$ cat config.mk
export PLATFORM = sky130hd
export DESIGN_NAME = uart_alu_ctrl
export DESIGN_NICKNAME = d
export VERILOG_FILES = /design/src/rtl/uart_alu_ctrl.sv
export SDC_FILE = /design/constraint.sdc
export NUM_CORES = 1
export LEC_CHECK = 0
export ABC_AREA = 1
export CELL_PAD_IN_SITES_DETAIL_PLACEMENT = 1
export CELL_PAD_IN_SITES_GLOBAL_PLACEMENT = 1
export CORE_ASPECT_RATIO = 0.9
export CORE_MARGIN = 4
export CORE_UTILIZATION = 45
export CTS_BUF_LIST = sky130_fd_sc_hd__clkbuf_16
export DETAILED_ROUTE_END_ITERATION = 10
export DONT_BUFFER_PORTS = 1
export PLACE_DENSITY = 0.86
export RECOVER_POWER = 25
export SLEW_MARGIN = 10
export SYNTH_ARGS = -nofsm -noshare
export SYNTH_HDL_FRONTEND = slang
export SYNTH_SLANG_ARGS = --single-unit
$ cat constraint.sdc
create_clock -name i_clk -period 1.76 [get_ports i_clk]
set_input_delay 0.176 -clock i_clk [delete_from_list [all_inputs] [get_ports i_clk]]
set_output_delay 0.176 -clock i_clk [all_outputs]
set_load 0.01 [all_outputs]
$ cat src/rtl/uart_alu_ctrl.sv
// uart_alu_ctrl: collects operand A, operand B and opcode bytes from the RX flag
// buffer, drives the ALU, captures its result and hands it to the UART TX.
// A partial frame is discarded if the next byte takes too long to arrive.
//
// state     | meaning
// ----------+-------------------------------------------------------------
// S_GET_A   | idle / wait for operand A byte (never times out)
// S_GET_B   | wait for operand B byte (inter-byte timeout active)
// S_GET_OP  | wait for opcode byte (inter-byte timeout active)
// S_EXEC    | ALU sees stable operands for one cycle, result captured
// S_SEND    | one-cycle start pulse to the TX
// S_WAIT_TX | wait for the TX done pulse before the next frame
module uart_alu_ctrl #(
    parameter int W           = 8,
    parameter int OP_W        = 6,
    parameter int TIMEOUT_CYC = 50000
) (
    input  logic            i_clk,
    input  logic            i_reset,
    input  logic            i_rx_flag,
    input  logic [W-1:0]    i_rx_data,
    output logic            o_rx_clr,
    output logic [W-1:0]    o_alu_a,
    output logic [W-1:0]    o_alu_b,
    output logic [OP_W-1:0] o_alu_op,
    input  logic [W-1:0]    i_alu_result,
    output logic            o_tx_start,
    output logic [W-1:0]    o_tx_data,
    input  logic            i_tx_done,
    output logic            o_busy,
    output logic            o_err
);

    typedef enum logic [2:0] {
        S_GET_A,
        S_GET_B,
        S_GET_OP,
        S_EXEC,
        S_SEND,
        S_WAIT_TX
    } state_t;

    state_t state;
    state_t state_next;
    logic   timeout_hit;

    // Inter-byte timeout; a byte arriving in the expiry cycle wins over the abort.
    if (TIMEOUT_CYC > 0) begin : g_timeout
        localparam int CNT_W = $clog2(TIMEOUT_CYC + 1);
        localparam logic [CNT_W-1:0] CNT_LAST = CNT_W'(TIMEOUT_CYC - 1);

        logic [CNT_W-1:0] cnt;
        logic             in_wait;

        assign in_wait     = (state == S_GET_B) || (state == S_GET_OP);
        assign timeout_hit = in_wait && !i_rx_flag && (cnt == CNT_LAST);

        // Counter runs only while waiting for the next byte of a started frame.
        always_ff @(posedge i_clk or posedge i_reset) begin
            if (i_reset) begin
                cnt <= '0;
            end else if (!in_wait || i_rx_flag || timeout_hit) begin
                cnt <= '0;
            end else begin
                cnt <= cnt + CNT_W'(1);
            end
        end
    end else begin : g_no_timeout
        assign timeout_hit = 1'b0;
    end

    // State register.
    always_ff @(posedge i_clk or posedge i_reset) begin
        if (i_reset) begin
            state <= S_GET_A;
        end else begin
            state <= state_next;
        end
    end

    // Next-state decode and combinational RX clear.
    always_comb begin
        state_next = state;
        o_rx_clr   = 1'b0;
        case (state)
            S_GET_A: begin
                o_rx_clr = i_rx_flag;
                if (i_rx_flag) state_next = S_GET_B;
            end
            S_GET_B: begin
                o_rx_clr = i_rx_flag;
                if (i_rx_flag)        state_next = S_GET_OP;
                else if (timeout_hit) state_next = S_GET_A;
            end
            S_GET_OP: begin
                o_rx_clr = i_rx_flag;
                if (i_rx_flag)        state_next = S_EXEC;
                else if (timeout_hit) state_next = S_GET_A;
            end
            S_EXEC:    state_next = S_SEND;
            S_SEND:    state_next = S_WAIT_TX;
            S_WAIT_TX: if (i_tx_done) state_next = S_GET_A;
            default:   state_next = S_GET_A;
        endcase
    end

    // Status outputs decoded straight from the state register.
    always_comb begin
        o_tx_start = (state == S_SEND);
        o_busy     = (state == S_EXEC) || (state == S_SEND) || (state == S_WAIT_TX);
    end

    // Operand, opcode and result registers plus the error pulse.
    always_ff @(posedge i_clk or posedge i_reset) begin
        if (i_reset) begin
            o_alu_a   <= '0;
            o_alu_b   <= '0;
            o_alu_op  <= '0;
            o_tx_data <= '0;
            o_err     <= 1'b0;
        end else begin
            o_err <= timeout_hit;
            if (state == S_GET_A && i_rx_flag)  o_alu_a   <= i_rx_data;
            if (state == S_GET_B && i_rx_flag)  o_alu_b   <= i_rx_data;
            if (state == S_GET_OP && i_rx_flag) o_alu_op  <= i_rx_data[OP_W-1:0];
            if (state == S_EXEC)                o_tx_data <= i_alu_result;
        end
    end

endmodule
* Word-level counts from Yosys, hierarchy flattened
Index checks and enable logic that the tools add are counted.
** Storage, ports and cells
- Flip-flop bits (word level) :: 50
- Output and inout port bits :: 34
- Logic and storage cells :: 39
- Input port bits :: 20
** Cells by class
- Add/sub/neg operators :: 1
- Equality and inequality tests :: 8
- Reduce and logical (&&, ||, !) cells :: 15
- Mux-type cells :: 8
** Operators by type and width (count)
- case mux 3 bit (6 select lines) :: 1
- adder 16 x 1 -> 16 bit, second input constant :: 1
- == test 16 bit, second input constant :: 1
- two-way mux 16 bit :: 1
- two-way mux 3 bit :: 5
- == test 3 x 2 -> 1 bit, second input constant :: 2
- == test 3 bit, second input constant :: 2
- logical AND 1 bit :: 5
- logical OR 1 bit :: 5
- != test 2 bit, second input constant :: 2
- == test 3 x 1 -> 1 bit, second input constant :: 1
- logical NOT 3 bit :: 1
- OR reduction 3 bit :: 1
- logical NOT 1 bit :: 2
- AND reduction 2 bit :: 1
- two-way mux 1 bit :: 1

* Logic depth before layout (Yosys ltp)
Gate-level depths: netlist of the first run.
- Depth after elaboration :: 7
- Mapped depth :: 10
- Mapped depth without buffers :: 10

* Worst setup path after synthesis of the first run
Ideal clock, no wire load.
- Path type :: flip-flop to flip-flop
- Start point :: register g_timeout.cnt[0]
- End point :: register g_timeout.cnt[12]
- Arrival :: 1.238 ns
- Setup time :: 0.118 ns
- Stages on the path, launching flop included :: 8
- Buffers on the path :: 1
- Slack :: 0.404 ns
- Data required time :: 1.642 ns
- Clock period less this slack :: 1.356 ns
- Cells stage by stage :: dfrtp_1 -> ha_1 -> nand2_2 -> nor2_4 -> nand2_2 -> o21ai_4 -> buf_6 -> nor2_1
** Between the ends
- Cells in the longest elaborated chain, start to end :: 4
- Elaborated cells on any way between the ends :: 5
- Classes of those cells :: add/sub: 1; eq/ne: 1; mux: 1; reduce/logical: 2
** RTL lines
- start: declaration :: RTL line 52 : logic [CNT_W-1:0] cnt;
- start signal: assignment :: RTL line 65 : cnt <= cnt + CNT_W'(1);
- branches (longest 3 deep; another with adder 16 x 1 -> 16 bit)
- two-way mux 16 bit (*) :: RTL line 62 : end else if (!in_wait || i_rx_flag || timeout_hit) begin
Mark *: on every way between the ends.
A chain may end at the register's enable or synchronous reset.

* Worst setup path in the final report of the first run
- Start point :: register state[0]
- End point :: output port o_rx_clr
** Between the ends
- Cells in the longest elaborated chain, start to end :: 3
- Elaborated cells on any way between the ends :: 5
- Classes of those cells :: eq/ne: 2; mux: 1; reduce/logical: 2
** RTL lines
- start: declaration :: RTL line 43 : state_t state;
- start signal: assignment :: RTL line 77 : state <= state_next;
- == test 3 x 1 -> 1 bit, or another cell as far along :: RTL line 85 : case (state)
- OR reduction 3 bit (no line) (*)
- two-way mux 1 bit (*) :: RTL line 85
- end: declaration :: RTL line 22 : output logic o_rx_clr,
Every way passes the cells marked *; elsewhere a longest branch is shown, timed or not.

==> impl_metrics.env, run 1 <==
export IMPL_dpl_hpwl_mm=3.82
export IMPL_cp_start_kind="flip-flop"
export IMPL_p_seq_share_pct=48.6
export IMPL_power_frac_comb_pct=23.8
export IMPL_setup_violations=0
export IMPL_first_iter_violations=49
export IMPL_first_pass_iters=4
export IMPL_rsz0062_at_grt="no"
export IMPL_drive_above_1_share_pct=18.0
export IMPL_fmax_mhz=613
export IMPL_tritoncts="built"
export IMPL_total_leakage_power_nw=1.14
export IMPL_syn_area_um2=2300
export IMPL_fin_setup_tns_ps=0
export IMPL_cts_root_buf="clkbuf_16"
export IMPL_synthTopCellsByArea="dfrtp_1 54%, nand2_1 7.8%, inv_1 4.9%"
export IMPL_slew_headroom_pct=48.2
export IMPL_outcome="completed"
export IMPL_fill_cells=551
export IMPL_ys_seq_elements=50
export IMPL_grt_ovfl_total=0
export IMPL_reg2reg_depth=7
export IMPL_power_density_nw_per_um2=1610
export IMPL_grt_pass1_wl_mm=8.31
export IMPL_required_ps=1580
export IMPL_ant_nets=0
export IMPL_clock_sinks=50
export IMPL_ios=54
export IMPL_cts_path_max_buffers=2
export IMPL_yosysTopAreaCellShare_pct=54.4
export IMPL_core_area_um2=4890
export IMPL_p_switching_mw=1.51
export IMPL_viasPerCell=5.10
export IMPL_fin_util_pct=52.0
export IMPL_num_rows=24
export IMPL_cp_arrival_ps=1450
export IMPL_syn_avg_cell_area_um2=9.31
export IMPL_final_nets=275
export IMPL_finalClockSkew_ps=4.28
export IMPL_wl_per_cell_um=16.0
export IMPL_gp_congestion=0.802
export IMPL_grtUsageTotal_pct=16.9
export IMPL_period_share_pct=92.6
export IMPL_dr_total_vias=1633
export IMPL_synth_fp_nets=268
export IMPL_worst_pin_slew_ps=777
export IMPL_area_growth_pct=10.8
export IMPL_antenna_found_initial=0
export IMPL_cts_buffers=5
export IMPL_slew_violations=0
export IMPL_ys_warn_count=0
export IMPL_die_y_um=75.8
export IMPL_synth_distinct_cells=27
export IMPL_grt_pass1_vias=1735
export IMPL_path_clk_slew_ps=70
export IMPL_hold_viol=0
export IMPL_port_buffers=0
export IMPL_synth_seq_area_share_pct=54.4
export IMPL_routed_wl_mm=5.12
export IMPL_clk_latency_ps=290
export IMPL_drv_cap=0
export IMPL_start_util_pct=47.0
export IMPL_end_kind="output pin"
export IMPL_hold_path_depth=1
export IMPL_crit_path_max_fanout=5
export IMPL_htreeDepth=2
export IMPL_critPathKind="reg2out"
export IMPL_antenna_cells=0
export IMPL_swShare_pct=36.9
export IMPL_synth_largest_area_cell="dfrtp_1"
export IMPL_grt_max_degree=22
export IMPL_syn_inst=247
export IMPL_clkPwrFrac_pct=27.6
export IMPL_p_int_mw=2.58
export IMPL_die_area_um2=6320
export IMPL_drc=0
export IMPL_min_path_type="in2reg"
export IMPL_fp_dieW_um=83.3
export IMPL_layout_min_cycle_time_ps=1630
export IMPL_vdd_drop_max_mv=0.803
## cell usage in the layout (no fill, tap or decap), types with 2 or more instances in the layout
master     count
nor2_2         4
nand3_1        8
dfrtp_1       49
o21ai_0       13
buf_4          2
o21ai_2        8
nand2_2        2
nor3_1         9
xor2_1         7
inv_1         30
nand3_2        3
nand2_1       48
o21ai_1        5
a21oi_1        2
mux2_2         8
clkbuf_16      5
a21oi_2        2
nor2_1        29
nor3b_1        4
inv_2          4
## cell type report
| class | count | area (µm²) | share of cell area (%) |
|---|---|---|---|
| sequential | 50 | 1250 | 49.2 |
| clock buffer | 5 | 125 | 4.91 |
| inverter | 34 | 128 | 5.01 |
| clock inverter | 3 | 48.8 | 1.92 |
| tap | 65 | 81.3 | 3.19 |
| multi-input combinational | 159 | 881 | 34.6 |
| timing repair buffer | 4 | 30.0 | 1.18 |
## power groups by stage
stage | Clock, mW | Combinational (mW) | Sequential (mW)
after floorplan | 0 | 0.839 | 1.91
after global placement | 0 | 0.917 | 2.00
after detailed placement | 0 | 0.987 | 2.01
after CTS | 1.15 | 1.00 | 2.00
after global routing | 1.20 | 1.13 | 2.04
final | 1.13 | 0.976 | 1.99
## cells in the mapped netlist (all sizes together)
master	instances
dfrtp	50
a21oi	4
buf	4
a211oi	1
o21ai	27
mux2	8
nor2	34
nand4	1
nand3	11
nor4	1
nand2	50
nor3	10
nor3b	4
xor2	7
inv	34
ha	1
## metal layers
metal | GRT usage (%) | wire [µm]
met2 | 27.3 | 2480
met4 | 4.54 | 49
met5 | 0 | 0
met1 | 21.7 | 2280
met3 | 6.49 | 302
## cells by family (layout without fill, tap and decap cells)
kind of cell / after synthesis / count (layout) / synth area share [%]
compound gates: 32 / 32 / 9.20
simple gates: 111 / 111 / 22.0
fa+ha+maj: 1 / 1 / 0.544
mux: 8 / 8 / 3.92
buf+inv: 38 / 46 / 7.24
xor+xnor: 7 / 7 / 2.67
flops: 50 / 50 / 54.4
## sequential cells by signal, indices dropped and copies added (netlist names)
name / count
o_alu_op: 6
o_tx_data: 8
o_alu_b: 8
o_err: 1
g_timeout.cnt: 16
o_alu_a: 8
state: 3
## final timing paths
| path | startpoint | endpoint | slack, ps |
|---|---|---|---|
| worst min register to register | g_timeout.cnt[0] | g_timeout.cnt[0] | 500 |
| max in group asynchronous | i_reset | state[0] | 290 |
| worst max-delay path | state[0] | o_rx_clr | 130 |
| worst min-delay path | i_alu_result[0] | o_tx_data[0] | 30 |
| worst max register to register | g_timeout.cnt[0] | g_timeout.cnt[7] | 260 |
| min in group asynchronous | i_reset | o_alu_a[0] | 460 |
## critical path: stages, from the launching register on
cell and delay (ps):
dfrtp_2 450, nor2_1 110, inv_1 100, nor2_2 140, inv_1 70, nor2_2 120
nor3_1 60, inv_1 110
## stage by stage
| stage | instance area (µm²) | hold WS, ps | setup WS [ps] | cells | power [mW] |
|---|---|---|---|---|---|
| floorplan | 2300 | 327 | 383 | 247 | 2.75 |
| global placement | 2380 | 97.4 | 330 | 311 | 2.92 |
| detailed placement | 2380 | 106 | 276 | 311 | 3.00 |
| CTS | 2560 | 27.7 | 125 | 320 | 4.15 |
| global route | 2550 | 19.8 | 2.75 | 320 | 4.37 |
| finish | 2550 | 31.5 | 130 | 320 | 4.09 |
## what timing repair did
item	CTS	global route
hold endpoints to repair	19	0
buffers inserted	0	0
hold buffers	1	0
resized for setup	0	1
endpoints found under the setup margin	0	1
Power figures use the tool's default switching activity.
==> run 2: changes to the inputs <==
--- a/config.mk
+++ b/config.mk
@@ -5,7 +5,6 @@
 export SDC_FILE = /design/constraint.sdc
 export NUM_CORES = 1
 export LEC_CHECK = 0
-export ABC_AREA = 1
 export CELL_PAD_IN_SITES_DETAIL_PLACEMENT = 1
 export CELL_PAD_IN_SITES_GLOBAL_PLACEMENT = 1
 export CORE_ASPECT_RATIO = 0.9
@@ -14,7 +13,7 @@
 export CTS_BUF_LIST = sky130_fd_sc_hd__clkbuf_16
 export DETAILED_ROUTE_END_ITERATION = 10
 export DONT_BUFFER_PORTS = 1
-export PLACE_DENSITY = 0.86
+export PLACE_DENSITY = 0.83
 export RECOVER_POWER = 25
 export SLEW_MARGIN = 10
 export SYNTH_ARGS = -nofsm -noshare
==> run 2 against run 1 <==
Against the previous run: non-clock buffer count is 4 higher; hold slack got worse by 1.4 ps; count of clock-buffer cells in the layout unchanged; register-to-register slack got worse by 170 ps; critical endpoint is now g_timeout.cnt[12]; total power is 2.5% higher; design area down 0.74%; highest routed layer unchanged.
==> impl_metrics.env, run 2 <==
export IMPL_outcome="completed"
export IMPL_placed_area_um2=2290
export IMPL_synth_distinct_cells=38
export IMPL_worst_pin_slew_ps=889
export IMPL_grt_pass1_wl_mm=8.00
export IMPL_synth_edff_count=0
export IMPL_fmax_mhz=600
export IMPL_grt_max_degree=29
export IMPL_area_growth_pct=15.6
export IMPL_setup_violations=0
export IMPL_antenna_cells=0
export IMPL_drv_cap=0
export IMPL_drc=0
export IMPL_yosysTopAreaCellShare_pct=57.2
export IMPL_first_pass_iters=4
export IMPL_synth_common_cells="50 x dfrtp_1, 30 x mux2_2, 18 x nor2_1"
export IMPL_synth_flop_cell="dfrtp_1"
export IMPL_layout_commonest_cell="dfrtp_1"
export IMPL_syn_area_um2=2190
export IMPL_port_buffers=0
export IMPL_total_leakage_power_nw=1.05
export IMPL_stdcell_area_um2=2530
export IMPL_slew_headroom_pct=40.7
export IMPL_first_iter_violations=40
export IMPL_power_density_nw_per_um2=1660
export IMPL_startpoint="g_timeout.cnt[0]"
export IMPL_dr_total_vias=1408
export IMPL_htreeDepth=2
export IMPL_synth_fp_nets=192
export IMPL_syn_inst=171
export IMPL_vdd_drop_max_mv=0.788
export IMPL_slew_violations=0
export IMPL_start_util_pct=47.8
export IMPL_cp_arrival_ps=1850
export IMPL_end_kind="flip-flop"
export IMPL_reg2reg_depth=6
export IMPL_synth_seq_area_share_pct=57.2
export IMPL_ys_seq_elements=50
export IMPL_viasPerCell=5.79
export IMPL_final_nets=201
export IMPL_path_clk_slew_ps=70
export IMPL_gp_congestion=0.740
export IMPL_die_y_um=74.1
export IMPL_clock_sinks=50
export IMPL_syn_avg_cell_area_um2=12.8
export IMPL_layout_min_cycle_time_ps=1670
export IMPL_synth_most_common_cell="dfrtp_1"
export IMPL_core_area_um2=4580
export IMPL_clk_latency_ps=290
export IMPL_grt_ovfl_total=0
export IMPL_ios=54
export IMPL_routed_wl_mm=5.21
export IMPL_ys_warn_count=0
export IMPL_cts_buffers=5
export IMPL_period_share_pct=94.7
export IMPL_fp_dieW_um=81.5
export IMPL_wl_per_cell_um=21.4
export IMPL_synth_largest_area_cell="dfrtp_1"
export IMPL_dpl_hpwl_mm=3.75
export IMPL_fin_setup_tns_ps=0
export IMPL_final_cell_mix="50 x dfrtp_1, 30 x mux2_2, 18 x nor2_1"
export IMPL_num_rows=23
export IMPL_ant_nets=0
export IMPL_cts_path_max_buffers=2
export IMPL_min_path_type="in2reg"
export IMPL_cp_start_kind="flip-flop"
export IMPL_die_area_um2=6040
export IMPL_grtUsageTotal_pct=18.2
export IMPL_cts_root_buf="clkbuf_16"
export IMPL_total_power_mw=4.20
export IMPL_tritoncts="built"
export IMPL_hold_path_depth=1
export IMPL_finalClockSkew_ps=6.82
export IMPL_min_delay_start="i_alu_result[7]"
export IMPL_top_register="g_timeout.cnt"
export IMPL_fill_cells=457
export IMPL_timing_rr_start="g_timeout.cnt[0]"
export IMPL_required_ps=1940
export IMPL_r2r_end="g_timeout.cnt[12]"
export IMPL_hold_viol=0
export IMPL_regToRegSetupSlack_ps=90
export IMPL_synthTopCellsByArea="dfrtp_1 57%, mux2_2 15%, nor2_1 3.1%"
export IMPL_drive_above_1_share_pct=30.4
export IMPL_antenna_found_initial=0
export IMPL_hold_end="o_tx_data[7]"
export IMPL_grt_pass1_vias=1548
export IMPL_largest_reg_flops=16
export IMPL_async_flop_share_pct=100
export IMPL_crit_path_max_fanout=6
export IMPL_rsz0062_at_grt="no"
export IMPL_critPathKind="reg2reg"
-- run 2: area by class of cell --
| cell class | count | area [µm²] | area share [%] |
|---|---|---|---|
| Tap cell | 62 | 77.6 | 3.07 |
| Clock inverter | 3 | 63.8 | 2.52 |
| Sequential cell | 50 | 1250 | 49.5 |
| Multi-Input combinational cell | 112 | 911 | 36.0 |
| Timing Repair Buffer | 8 | 87.6 | 3.47 |
| Inverter | 3 | 11.3 | 0.446 |
| Clock buffer | 5 | 125 | 4.95 |
-- run 2: logic make-up (layout without fill, tap and decap cells) --
logic type | Yosys count | in the layout | share of synthesized area [%]
simple gates | 60 | 60 | 17.6
flops | 50 | 50 | 57.2
mux | 30 | 30 | 15.5
xor+xnor | 12 | 12 | 4.81
compound gates | 9 | 9 | 2.52
buf+inv | 9 | 19 | 1.77
fa+ha+maj | 1 | 1 | 0.572
-- run 2: how the worst max path moves through the flow --
stage | end | slack, ps
3_3_place_gp | o_alu_a[3] | 180
6_report | g_timeout.cnt[12] | 90
2_1_floorplan | state[0] | 160
4_1_cts | state[0] | 3
5_1_grt | g_timeout.cnt[12] | 20
3_5_place_dp | state[0] | 40
-- run 2: critical path, cell delays in order, from the launching register on --
cell	delay (ps)
dfrtp_1	400
ha_1	220
nand3_2	90
buf_4	170
nor4_1	430
xnor2_1	170
nor2_1	70
-- run 2: where the power goes --
group,internal (mW),total [mW],switching (mW)
clock,0.809,1.23,0.416
sequential,1.55,2.07,0.517
combinational,0.508,0.904,0.396
-- run 2: repair_timing --
item / in CTS / in global routing
endpoints found under the setup margin: 0 / 8
gates resized for setup: 0 / 2
hold buffers: 1 / 0
endpoints found under the hold margin: 22 / 0
buffers inserted: 0 / 1
-- run 2: layer usage --
| layer | part of all wire [%] | GRT usage (%) | vias to the layer above | routed length, µm |
|---|---|---|---|---|
| met1 | 39 | 20.5 | 724 | 2020 |
| met5 | 0 | 0 | - | 0 |
| met2 | 51 | 30.7 | 53 | 2670 |
| met4 | 2.2 | 8.07 | 0 | 116 |
| met3 | 7.8 | 6.78 | 12 | 407 |
| li1 | - | - | 619 | - |
-- run 2: per-stage QoR --
stage | cells | util (%) | setup WS [ps] | hold slack [ps]
5_1_grt | 243 | 55.2 | 21.0 | 23.4
6_report | 243 | 55.2 | 92.5 | 30.1
4_1_cts | 242 | 54.5 | 3.04 | 26.0
3_3_place_gp | 233 | 50.1 | 180 | 88.2
3_5_place_dp | 233 | 50.1 | 36.2 | 107
2_1_floorplan | 171 | - | 157 | 327
